<file path="src/rtl/fifo_wr_arb.sv">
// Four-requester round-robin write arbiter in front of a FIFO write port.
// A grant holds a requester for up to MAX_BURST writes, then the next requester gets a turn.
module fifo_wr_arb #(
  parameter int DATA_W    = 8,
  parameter int MAX_BURST = 4
) (
  input  logic                  w_clk,
  input  logic                  rstN,
  input  logic [3:0]            req,
  input  logic [4*DATA_W-1:0]   req_data,
  input  logic                  w_full,
  output logic [3:0]            gnt,
  output logic                  w_en,
  output logic [DATA_W-1:0]     w_data,
  output logic                  busy,
  output logic                  state_dbg
);

  localparam logic [0:0] ST_IDLE  = 1'b0;
  localparam logic [0:0] ST_BURST = 1'b1;
  localparam logic [3:0] LAST_CNT = 4'(MAX_BURST - 1);

  logic [0:0] state;
  logic [1:0] gnt_idx;
  logic [1:0] rr_ptr;
  logic [3:0] burst_cnt;
  logic [1:0] pick;
  logic [1:0] cand;

  // Lowest offset from rr_ptr wins, so scan from the far end and let nearer hits overwrite.
  always_comb begin
    pick = rr_ptr;
    cand = rr_ptr;
    for (int k = 3; k >= 0; k--) begin
      cand = rr_ptr + 2'(k);
      if (req[cand]) pick = cand;
    end
  end

  // Write handshake: a write is accepted on any rising edge where w_en = 1.
  // w_en is the "valid", w_full is the inverted "ready"; w_en already has w_full folded in.
  assign busy      = (state == ST_BURST);
  assign state_dbg = state[0];
  assign w_en      = busy & req[gnt_idx] & ~w_full;
  assign w_data    = busy ? req_data[32'(gnt_idx)*DATA_W +: DATA_W] : '0;

  always_ff @(posedge w_clk or negedge rstN) begin
    if (!rstN) begin
      state     <= ST_IDLE;
      gnt       <= 4'b0000;
      gnt_idx   <= 2'd0;
      rr_ptr    <= 2'd0;
      burst_cnt <= 4'd0;
    end else begin
      case (state)
        ST_IDLE: begin
          if (req != 4'b0000) begin
            state     <= ST_BURST;
            gnt       <= 4'b0001 << pick;
            gnt_idx   <= pick;
            burst_cnt <= 4'd0;
          end
        end
        ST_BURST: begin
          if (!req[gnt_idx] || (w_en && burst_cnt == LAST_CNT)) begin
            state     <= ST_IDLE;
            gnt       <= 4'b0000;
            rr_ptr    <= gnt_idx + 2'd1;
            burst_cnt <= 4'd0;
          end else if (w_en) begin
            burst_cnt <= burst_cnt + 4'd1;
          end
        end
        default: begin
          state <= ST_IDLE;
          gnt   <= 4'b0000;
        end
      endcase
    end
  end

endmodule

</file>
<file path="config.mk">
export PLATFORM = sky130hd
export DESIGN_NAME = fifo_wr_arb
export DESIGN_NICKNAME = d
export VERILOG_FILES = /design/src/rtl/fifo_wr_arb.sv
export SDC_FILE = /design/constraint.sdc
export NUM_CORES = 1
export LEC_CHECK = 0
export CORE_AREA = 5 5 57 59
export DETAILED_ROUTE_END_ITERATION = 8
export DIE_AREA = 0 0 62 64
export PLACE_DENSITY = 0.78
export SYNTH_ARGS = -nofsm -noshare
export SYNTH_HDL_FRONTEND = slang
export SYNTH_SLANG_ARGS = --single-unit
</file>
<file path="constraint.sdc">
create_clock -name w_clk -period 3.8 [get_ports w_clk]
set_input_delay 0.38 -clock w_clk [delete_from_list [all_inputs] [get_ports w_clk]]
set_output_delay 0.38 -clock w_clk [all_outputs]
set_load 0.005 [all_outputs]
</file>
==> results.toml <==
[worst_setup_path]
arrival_ns = 2.22
critPathCaptureType = "output port"
timing.rr.end = "burst_cnt[3]$_DFFE_PN0P_"
reg2reg_slack_ns = 1.71
crit_required_ns = 3.42
critPathLaunchType = "flop"
reg2reg_from = "gnt_idx[1]$_DFFE_PN0P_"
reg2regPathDepth = 4
cp_max_fo = 12
worstSetupPathType = "reg2out"

[sta]
setup_viol = 0
fin_tns_setup_ns = 0
finalWorstSetupSlack_ns = 1.20
rsz0062_at_grt = "false"
max_freq_mhz = 384
maxSlewHeadroom_pct = 58.8
hold_viol_final = 0
fin_crit_ns = 2.60
fin_skew_ns = 0.00118
maxSlewViolCount = 0
period_share_pct = 68.5
holdWs_ns = 0.470
worst_slew_pin_slew_ns = 0.617

[layout]
final_cell_area_mm2 = 0.00156
final_cell_mix = "clkdlybuf4s50_1, dfrtp_1, nand2_1, mux4_2, and2_1"
syn2layout_area_growth_pct = 55.5
fin_nets = 192
final_common_cell = "clkdlybuf4s50_1"
antenna_cells = 0
drive_gt1_share_pct = 9.27

[clocking]
cts_buffer_depth = 2
cts_hold_buf = 0
post_cts_buffers = 0
cts_buffers = 3
clk_latency_ns = 0.28
path_clk_slew_ns = 0.09
cts_resized = 0
htreeDepth = 1
cts_root_buf = "clkbuf_4"
cts_tree = "yes"
clock-sinks = 13

[place]
numPortBuffers = 53
gp_congestion = 0.896
placed_area_mm2 = 0.00153
preCtsSetupSlack_ns = 1.28
hpwlAfterDp_um = 2490

[pwr]
power_w = 0.000952
p_leak_nw = 0.594
power_density_mw_per_mm2 = 610
vdd.ir_drop.worst_uv = 514

[route]
drc_errors = 0
first_pass_iters = 6
drt-total-wl_um = 3080
wl_met2_um = 1740
antenna_left = 0
m1WireLength_um = 1190
num_vias = 997
wl_met3_um = 137
vias_per_cell = 5.48
wl_per_cell_um = 16.9
dr.max_layer_used = "met4"
drtIter0Drc = 27

[die]
fp-row-count = 19
core_area_mm2 = 0.00266
dieArea_mm2 = 0.00397
die_h_um = 64
start_util_pct = 37.7
ios = 54
die_w_um = 62

[synthesis]
synth_edf_count = 0
ys_seq_elements = 13
synth_flop_cell = "dfrtp_1"
ys_seq_area_share_pct = 32.4
yosysWarnings = 0
synth_area_leaders = "dfrtp_1, mux4_2, and2_1"
synth_top_area_share_pct = 32.4
syn_inst = 101
syn_avg_cell_area_um2 = 9.94
async_flop_share_pct = 100
synth_top_cell_by_area = "dfrtp_1"
syn_nets = 141
syn_area_mm2 = 0.00100
ys_types = 35

[global_routing]
overflow = 0
grt_pass1_vias = 1032
grt_max_degree = 23
grt_usage_pct = 16.4
grt_pass1_wl_um = 4940
antenna_found_initial = 0

[hold_path]
min_path_type = "in2async"

[job]
cap_viol_max_count = 0

[outcome]
outcome = "finished, final reports clean"
## how the worst max path moves through the flow
stage,depth (start not counted),endpoint,start,slack [ns]
4_1_cts,3,w_data[7],gnt_idx[0]$_DFFE_PN0P_,1.14
6_report,3,w_data[7],gnt_idx[0]$_DFFE_PN0P_,1.20
2_1_floorplan,3,w_data[0],gnt_idx[0]$_DFFE_PN0P_,2.10
3_3_place_gp,5,w_en,req[3],1.32
3_5_place_dp,5,w_en,req[3],1.28
5_1_grt,4,w_en,gnt_idx[0]$_DFFE_PN0P_,1.04
## stage by stage
step | utilization, % | instances
floorplan | - | 101
global placement | 57.6 | 178
detailed placement | 57.6 | 178
CTS | 58.6 | 182
global route | 58.6 | 182
finish | 58.6 | 182
## synthesized netlist by cell type (2+ instances only)
library cell and count:
dfrtp_1 13, nor2_1 7, nor3_1 2, and2_1 9
o2bb2ai_1 2, nand3_1 3, clkbuf_1 3, nor4_1 2
o21a_1 2, xnor2_1 2, o21ai_0 5, a21oi_1 5
or4_1 2, mux4_2 9, a22o_1 2, nand2_1 10
nor2b_1 3, o22ai_1 3
## worst max-delay path, stage by stage, from the launching register on
cell,delay [ns]
dfrtp_1,0.75
mux4_2,0.57
and2_1,0.17
clkdlybuf4s50_1,0.45
## flip-flops by register name, summed over array words and instances (netlist names)
| name | count |
|---|---|
| busy | 1 |
| gnt | 4 |
| burst_cnt | 4 |
| rr_ptr | 2 |
| gnt_idx | 2 |
## report_power, final
group	total (W)	internal [W]	switching [W]
clock network	0.0000890	0.0000391	0.0000499
logic	0.000552	0.000359	0.000193
registers	0.000311	0.000192	0.000120
total	0.000952	0.000589	0.000363
## logic make-up (layout without fill, tap and decap cells)
group	count (synthesis)	after routing	share of synthesized area, %
AND/OR/NAND/NOR	42	42	22.2
AO/OA/AOI/OAI	25	25	17.0
flip-flops	13	13	32.4
multiplexers	9	9	20.2
buffers and inverters	8	58	4.36
XOR/XNOR	3	3	2.62
adder cells (fa/ha/maj)	1	1	1.25
## area by class of cell
type | instances | area [um^2]
Fill cell | 239 | 1100
Multi-Input combinational cell | 80 | 634
Timing Repair Buffer | 53 | 531
Sequential cell | 13 | 325
Tap cell | 31 | 38.8
Clock buffer | 3 | 22.5
Clock inverter | 1 | 5.00
Inverter | 1 | 3.75
## metal layers
| layer | up-vias | track usage, % |
|---|---|---|
| met1 | 489 | 20.1 |
| met3 | 2 | 2.41 |
| met4 | 0 | 4.51 |
| met5 | - | 0 |
| met2 | 26 | 28.8 |
| li1 | 480 | - |
(Power assumes the default switching activity.)
